### src/rtl/reg_bank_if.sv
// Bus bundle for reg_bank: op strobe/select/data in, two read ports and the
// registered shift-out and carry flags out.
//
// Handshake: load acts as a valid with an always-ready receiver. An op
// (mode, waddr, din, sin) is accepted on every rising clk edge where
// load=1 and rst=0. There is no back-pressure and no ready signal. The op
// fields only need to be stable around that edge.
interface reg_bank_if #(
  parameter int WIDTH = 8,
  parameter int AW    = 2
);
  logic             load;
  logic [2:0]       mode;
  logic [AW-1:0]    waddr;
  logic [WIDTH-1:0] din;
  logic             sin;
  logic [AW-1:0]    raddr_a;
  logic [AW-1:0]    raddr_b;
  logic [WIDTH-1:0] dout_a;
  logic [WIDTH-1:0] dout_b;
  logic             sout;
  logic             carry;

  modport master (
    output load, mode, waddr, din, sin, raddr_a, raddr_b,
    input  dout_a, dout_b, sout, carry
  );

  modport slave (
    input  load, mode, waddr, din, sin, raddr_a, raddr_b,
    output dout_a, dout_b, sout, carry
  );
endinterface

### src/rtl/reg_bank.sv
// reg_bank: DEPTH registers of WIDTH bits with one op port and two
// combinational read ports. Ops are hold, load, shift left/right,
// rotate left/right, increment and clear, applied to one register per cycle.
// sout captures the bit pushed out by the last shift/rotate. carry flags an
// increment that wrapped.
// AW must equal ceil(log2(DEPTH)). Addresses at or above DEPTH read as zero,
// and writes to them are dropped. The flags still update, treating the
// missing register's old value as zero.
module reg_bank #(
  parameter int WIDTH = 8,
  parameter int DEPTH = 4,
  parameter int AW    = 2
) (
  input  logic     clk,
  input  logic     rst,
  reg_bank_if.slave bus
);

  localparam logic [2:0] MODE_HOLD = 3'b000;
  localparam logic [2:0] MODE_LOAD = 3'b001;
  localparam logic [2:0] MODE_SHL  = 3'b010;
  localparam logic [2:0] MODE_SHR  = 3'b011;
  localparam logic [2:0] MODE_ROL  = 3'b100;
  localparam logic [2:0] MODE_ROR  = 3'b101;
  localparam logic [2:0] MODE_INC  = 3'b110;
  localparam logic [2:0] MODE_CLR  = 3'b111;

  logic [WIDTH-1:0] regs_q [DEPTH];
  logic [WIDTH-1:0] regs_d [DEPTH];
  logic             sout_q, sout_d;
  logic             carry_q, carry_d;

  logic [WIDTH-1:0] old_val;
  logic [WIDTH-1:0] new_val;

  // Fetch the target register's current contents. Out-of-range addresses yield zero.
  always_comb begin
    old_val = '0;
    for (int i = 0; i < DEPTH; i++) begin
      if (bus.waddr == AW'(i)) begin
        old_val = regs_q[i];
      end
    end
  end

  // Op datapath: compute the new register value and the next flag values.
  always_comb begin
    new_val = old_val;
    sout_d  = sout_q;
    carry_d = 1'b0;
    case (bus.mode)
      MODE_HOLD: new_val = old_val;
      MODE_LOAD: new_val = bus.din;
      MODE_SHL: begin
        new_val = {old_val[WIDTH-2:0], bus.sin};
        sout_d  = old_val[WIDTH-1];
      end
      MODE_SHR: begin
        new_val = {bus.sin, old_val[WIDTH-1:1]};
        sout_d  = old_val[0];
      end
      MODE_ROL: begin
        new_val = {old_val[WIDTH-2:0], old_val[WIDTH-1]};
        sout_d  = old_val[WIDTH-1];
      end
      MODE_ROR: begin
        new_val = {old_val[0], old_val[WIDTH-1:1]};
        sout_d  = old_val[0];
      end
      MODE_INC: begin
        new_val = old_val + WIDTH'(1);
        carry_d = &old_val;
      end
      MODE_CLR: new_val = '0;
      default:  new_val = old_val;
    endcase
    // Without a strobe, both flags keep their state.
    if (!bus.load) begin
      sout_d  = sout_q;
      carry_d = carry_q;
    end
  end

  // Next register contents: only the addressed register changes, and only on load.
  always_comb begin
    for (int i = 0; i < DEPTH; i++) begin
      regs_d[i] = regs_q[i];
    end
    if (bus.load) begin
      for (int i = 0; i < DEPTH; i++) begin
        if (bus.waddr == AW'(i)) begin
          regs_d[i] = new_val;
        end
      end
    end
  end

  // State registers. Reset clears everything immediately, so no partial op survives.
  always_ff @(posedge clk or posedge rst) begin
    if (rst) begin
      for (int i = 0; i < DEPTH; i++) begin
        regs_q[i] <= '0;
      end
      sout_q  <= 1'b0;
      carry_q <= 1'b0;
    end else begin
      for (int i = 0; i < DEPTH; i++) begin
        regs_q[i] <= regs_d[i];
      end
      sout_q  <= sout_d;
      carry_q <= carry_d;
    end
  end

  // Read port A: combinational, no bypass of the pending op.
  always_comb begin
    bus.dout_a = '0;
    for (int i = 0; i < DEPTH; i++) begin
      if (bus.raddr_a == AW'(i)) begin
        bus.dout_a = regs_q[i];
      end
    end
  end

  // Read port B: identical to port A and independently addressed.
  always_comb begin
    bus.dout_b = '0;
    for (int i = 0; i < DEPTH; i++) begin
      if (bus.raddr_b == AW'(i)) begin
        bus.dout_b = regs_q[i];
      end
    end
  end

  assign bus.sout  = sout_q;
  assign bus.carry = carry_q;

endmodule

### src/flat_wrapper.sv
// flat-port wrapper written by rule: the top's interface ports become plain ports
module reg_bank_flat 
#(
  parameter int WIDTH = 8,
  parameter int DEPTH = 4,
  parameter int AW    = 2
)
  (clk, rst, bus_load, bus_mode, bus_waddr, bus_din, bus_sin, bus_raddr_a, bus_raddr_b, bus_dout_a, bus_dout_b, bus_sout, bus_carry);
  reg_bank_if #(.WIDTH(WIDTH), .AW(AW)) bus_i ();
  input  logic clk;
  input  logic rst;
  input wire logic [$bits(bus_i.load)-1:0] bus_load;
  input wire logic [$bits(bus_i.mode)-1:0] bus_mode;
  input wire logic [$bits(bus_i.waddr)-1:0] bus_waddr;
  input wire logic [$bits(bus_i.din)-1:0] bus_din;
  input wire logic [$bits(bus_i.sin)-1:0] bus_sin;
  input wire logic [$bits(bus_i.raddr_a)-1:0] bus_raddr_a;
  input wire logic [$bits(bus_i.raddr_b)-1:0] bus_raddr_b;
  output wire logic [$bits(bus_i.dout_a)-1:0] bus_dout_a;
  output wire logic [$bits(bus_i.dout_b)-1:0] bus_dout_b;
  output wire logic [$bits(bus_i.sout)-1:0] bus_sout;
  output wire logic [$bits(bus_i.carry)-1:0] bus_carry;
  assign bus_i.load = bus_load;
  assign bus_i.mode = bus_mode;
  assign bus_i.waddr = bus_waddr;
  assign bus_i.din = bus_din;
  assign bus_i.sin = bus_sin;
  assign bus_i.raddr_a = bus_raddr_a;
  assign bus_i.raddr_b = bus_raddr_b;
  assign bus_dout_a = bus_i.dout_a;
  assign bus_dout_b = bus_i.dout_b;
  assign bus_sout = bus_i.sout;
  assign bus_carry = bus_i.carry;
  reg_bank #(.WIDTH(WIDTH), .DEPTH(DEPTH), .AW(AW)) u_core (.clk(clk), .rst(rst), .bus(bus_i));
endmodule
### config.mk
export PLATFORM = sky130hd
export DESIGN_NAME = reg_bank_flat
export DESIGN_NICKNAME = d
export VERILOG_FILES = /design/src/rtl/reg_bank_if.sv /design/src/rtl/reg_bank.sv /design/src/flat_wrapper.sv
export SDC_FILE = /design/constraint.sdc
export NUM_CORES = 1
export LEC_CHECK = 0
export CAP_MARGIN = 40
export CORE_MARGIN = 4
export CORE_UTILIZATION = 29
export DETAILED_ROUTE_END_ITERATION = 8
export PLACE_DENSITY_LB_ADDON = 0.3
export SYNTH_ARGS = -nofsm -noshare
export SYNTH_HDL_FRONTEND = slang
export SYNTH_SLANG_ARGS = --single-unit
### constraint.sdc
create_clock -name clk -period 3.8 [get_ports clk]
set_clock_uncertainty 0.15 [all_clocks]
set_input_delay 0.76 -clock clk [delete_from_list [all_inputs] [get_ports clk]]
set_output_delay 0.76 -clock clk [all_outputs]
set_load 0.01 [all_outputs]
==> flow_metrics.py <==
metrics = {
    "status": {
        "outcome": "finished clean",
    },
    "critical_path": {
        "critPathBufInv": 3,
        "cp.required_ps": 2890,
        "cp_slowest_cell": "mux4_2",
        "crit_top_cell": "clkdlybuf4s50_1",
        "max_stage_delay_ps": 540,
        "cp-startpoint": "bus_raddr_a[0]",
        "crit_type": "input port to output pin",
        "r2r_end": "u_core.regs_q[6]",
        "r2r_slack_ps": 1500,
        "cp_max_fo": 8,
        "worstPathArrival_ps": 2480,
        "crit_path_cell_trace": "clkdlybuf4s50_1 > buf_4 > mux4_2 > clkdlybuf4s50_1",
        "rr_startpoint": "u_core.regs_q[0]",
        "ff2ff_path_depth": 6,
        "crit_path_end_kind": "output pin",
        "worstSetupStartpointType": "input port",
        "cp_top_family": "buffers and inverters",
    },
    "logic_synthesis": {
        "syn_area_mm2": 0.00261,
        "async_flop_share_pct": 100,
        "syn_area_per_cell_um2": 10.9,
        "synth_fp_nets": 262,
        "ys_types": 50,
        "synth-simple-area-share_pct": 14.8,
        "synth_area_leaders": "dfrtp_1 (33%), mux4_2 (23%), nand2_1 (5.3%)",
        "synthXorXnorAreaFrac_pct": 1.01,
        "synth_fa_ha_area_share_pct": 0.479,
        "synth_cells": 240,
        "synth_compound_area_share_pct": 17.0,
        "ys_seq_area_share_pct": 32.6,
        "synth_edf_count": 0,
        "synth.area.mux_share_pct": 29.9,
        "yosys_most_used_dff": "dfrtp_1",
        "ys_seq_elements": 34,
        "yosys_warnings": 0,
        "synth_top_family_by_area": "multiplexers",
        "synth_area_leader_cell": "dfrtp_1",
        "yosys.area.top_type_share_pct": 32.6,
    },
    "clock_network": {
        "clock_sinks": 34,
        "cts_tree": "built",
        "post_cts_resize_count": 0,
        "cts_made_buffers": 5,
        "htreeDepth": 2,
        "clockBufferDepth": 2,
        "clk-insertion-delay-late_ps": 300,
        "ctsRootBufferMaster": "clkbuf_8",
        "clk_pin_slew_ps": 70,
        "postCtsSetupBuffers": 0,
        "holdBufCountCts": 0,
    },
    "routing": {
        "wl_per_cell_um": 19.7,
        "dr.pass1.iters": 5,
        "wirelength_mm": 7.66,
        "initialDrtViolationCount": 179,
        "drtAntennaViolNets": 0,
        "drc": 0,
        "via_count": 2233,
        "via_per_inst": 5.74,
    },
    "sta": {
        "finalHoldViolations": 0,
        "setup_tns_ps": 0,
        "fmax_mhz": 295,
        "fin_crit_ps": 3390,
        "relSlewSlack_pct": 47.6,
        "holdWs_ps": 376,
        "finalMaxSlewViolations": 0,
        "fin_ws_ps": 407,
        "grt_setup_unrepaired": "false",
        "fin_crit_sh_pct": 89.3,
        "final-setup-viol-count": 0,
        "worst_pin_slew_ps": 784,
    },
    "floorplanning": {
        "io_pins": 39,
        "core_area_mm2": 0.00876,
        "die-area_mm2": 0.0106,
        "dieHeight_um": 103,
        "die_w_um": 103,
        "start_util_pct": 29.8,
        "rows": 34,
    },
    "finish": {
        "fin_util_pct": 36.9,
        "regArea_um2": 851,
        "multi_input_area_mm2": 0.00165,
        "drive_gt1_share_pct": 23.1,
        "n_fill_cell": 871,
        "fin_nets": 302,
        "synthToLayoutAreaGrowth_pct": 23.7,
        "diodes": 0,
    },
    "worst_hold_path": {
        "hold_path_class": "flip-flop to flip-flop",
        "hold_end": "u_core.regs_q[8]",
        "min_from": "u_core.regs_q[8]",
        "whs_path_depth": 2,
    },
    "placed_design": {
        "dp_hpwl_mm": 5.59,
        "numPortBuffers": 38,
        "gp_congestion": 0.889,
        "preCtsSetupSlack_ps": 383,
    },
    "job": {
        "cap_violations": 0,
    },
    "grt": {
        "antenna_found_initial": 0,
        "grt_usage_pct": 15.4,
        "grt_pass1_wl_mm": 12.4,
        "grt_pass1_vias": 2210,
        "grt_max_degree": 35,
        "grt_overflow": 0,
    },
    "power": {
        "peakVddDrop_mv": 0.136,
        "fin_total_pwr_mw": 1.34,
        "power_density_mw_per_mm2": 414,
        "p_leak_nw": 1.27,
    },
}
-- per-stage QoR --
stage,std cells,cell area [um2]
floorplan,240,2610
global placement,381,3140
detailed placement,381,3140
CTS,389,3230
global route,389,3230
finish,389,3230
-- state kept, by name (all words and copies together) (netlist names) --
signal,flops
u_core.bus.carry,1
u_core.bus.sout,1
u_core.regs_q,32
-- cell usage after synthesis (all sizes together) (2+ instances only) --
| master | count |
|---|---|
| nor3 | 4 |
| a211oi | 6 |
| and3 | 2 |
| o21ai | 22 |
| o41ai | 8 |
| a21oi | 7 |
| inv | 5 |
| and4 | 2 |
| clkbuf | 11 |
| a31oi | 2 |
| nand3b | 3 |
| nand2 | 37 |
| buf | 6 |
| mux2 | 5 |
| nand3 | 8 |
| xor2 | 2 |
| dfrtp | 34 |
| nor2b | 4 |
| o31ai | 8 |
| mux2i | 9 |
| nor2 | 10 |
| or3b | 2 |
| mux4 | 28 |
-- cell type report --
cell class	instances	area share [%]
inverter	5	0.580
sequential	34	26.3
tap	108	4.18
clock inverter	2	0.387
timing repair buffer	50	14.9
clock buffer	6	2.55
multi-input combinational	184	51.1
-- worst reg2reg max path, cell delays in order (launching register included) --
cell,delay [ps]
dfrtp_1,410
mux4_2,600
ha_1,280
and4_4,190
nand3_2,70
a21oi_2,90
o41ai_1,410
-- worst max path at each step --
stage | to | cells past startpoint
finish | bus_dout_a[6] | 4
global route | bus_dout_b[3] | 4
CTS | bus_dout_a[6] | 4
detailed placement | u_core.regs_q[23] | 7
global placement | bus_dout_a[6] | 4
floorplan | u_core.regs_q[14] | 7
-- metal layers --
| metal | track usage, % | share of wire (%) | vias up |
|---|---|---|---|
| met2 | 22.7 | 45 | 70 |
| met4 | 4.78 | 2.2 | 0 |
| met1 | 22.6 | 46 | 1132 |
| met5 | 0 | 0 | - |
| met3 | 3.32 | 6.3 | 8 |
| li1 | - | - | 1023 |
-- cells in the final DEF (no fill, tap or decap), types with 5 or more instances in the layout --
| cell type | Yosys | routed |
|---|---|---|
| dfrtp_1 | 34 | 34 |
| buf_4 | 0 | 11 |
| o31ai_1 | 8 | 8 |
| nand3_1 | 6 | 6 |
| inv_1 | 5 | 5 |
| mux2i_1 | 9 | 9 |
| o41ai_1 | 8 | 8 |
| clkdlybuf4s50_1 | 0 | 38 |
| nand2_1 | 37 | 37 |
| mux4_2 | 27 | 27 |
| clkbuf_8 | 0 | 6 |
| nor2_1 | 10 | 10 |
| o21ai_0 | 21 | 21 |
-- cells by family (layout without fill, tap and decap cells) --
logic type,Yosys count,after routing
flops,34,34
compound gates,62,62
mux,42,42
simple gates,76,76
xor+xnor,3,3
fa+ha+maj,1,1
buf+inv,22,63
-- power breakdown --
part	internal, mW	switching, mW	total [mW]
clock network	0.146	0.148	0.294
logic	0.281	0.249	0.530
registers	0.430	0.0835	0.514
total	0.857	0.481	1.34
(Power assumes the default switching activity.)
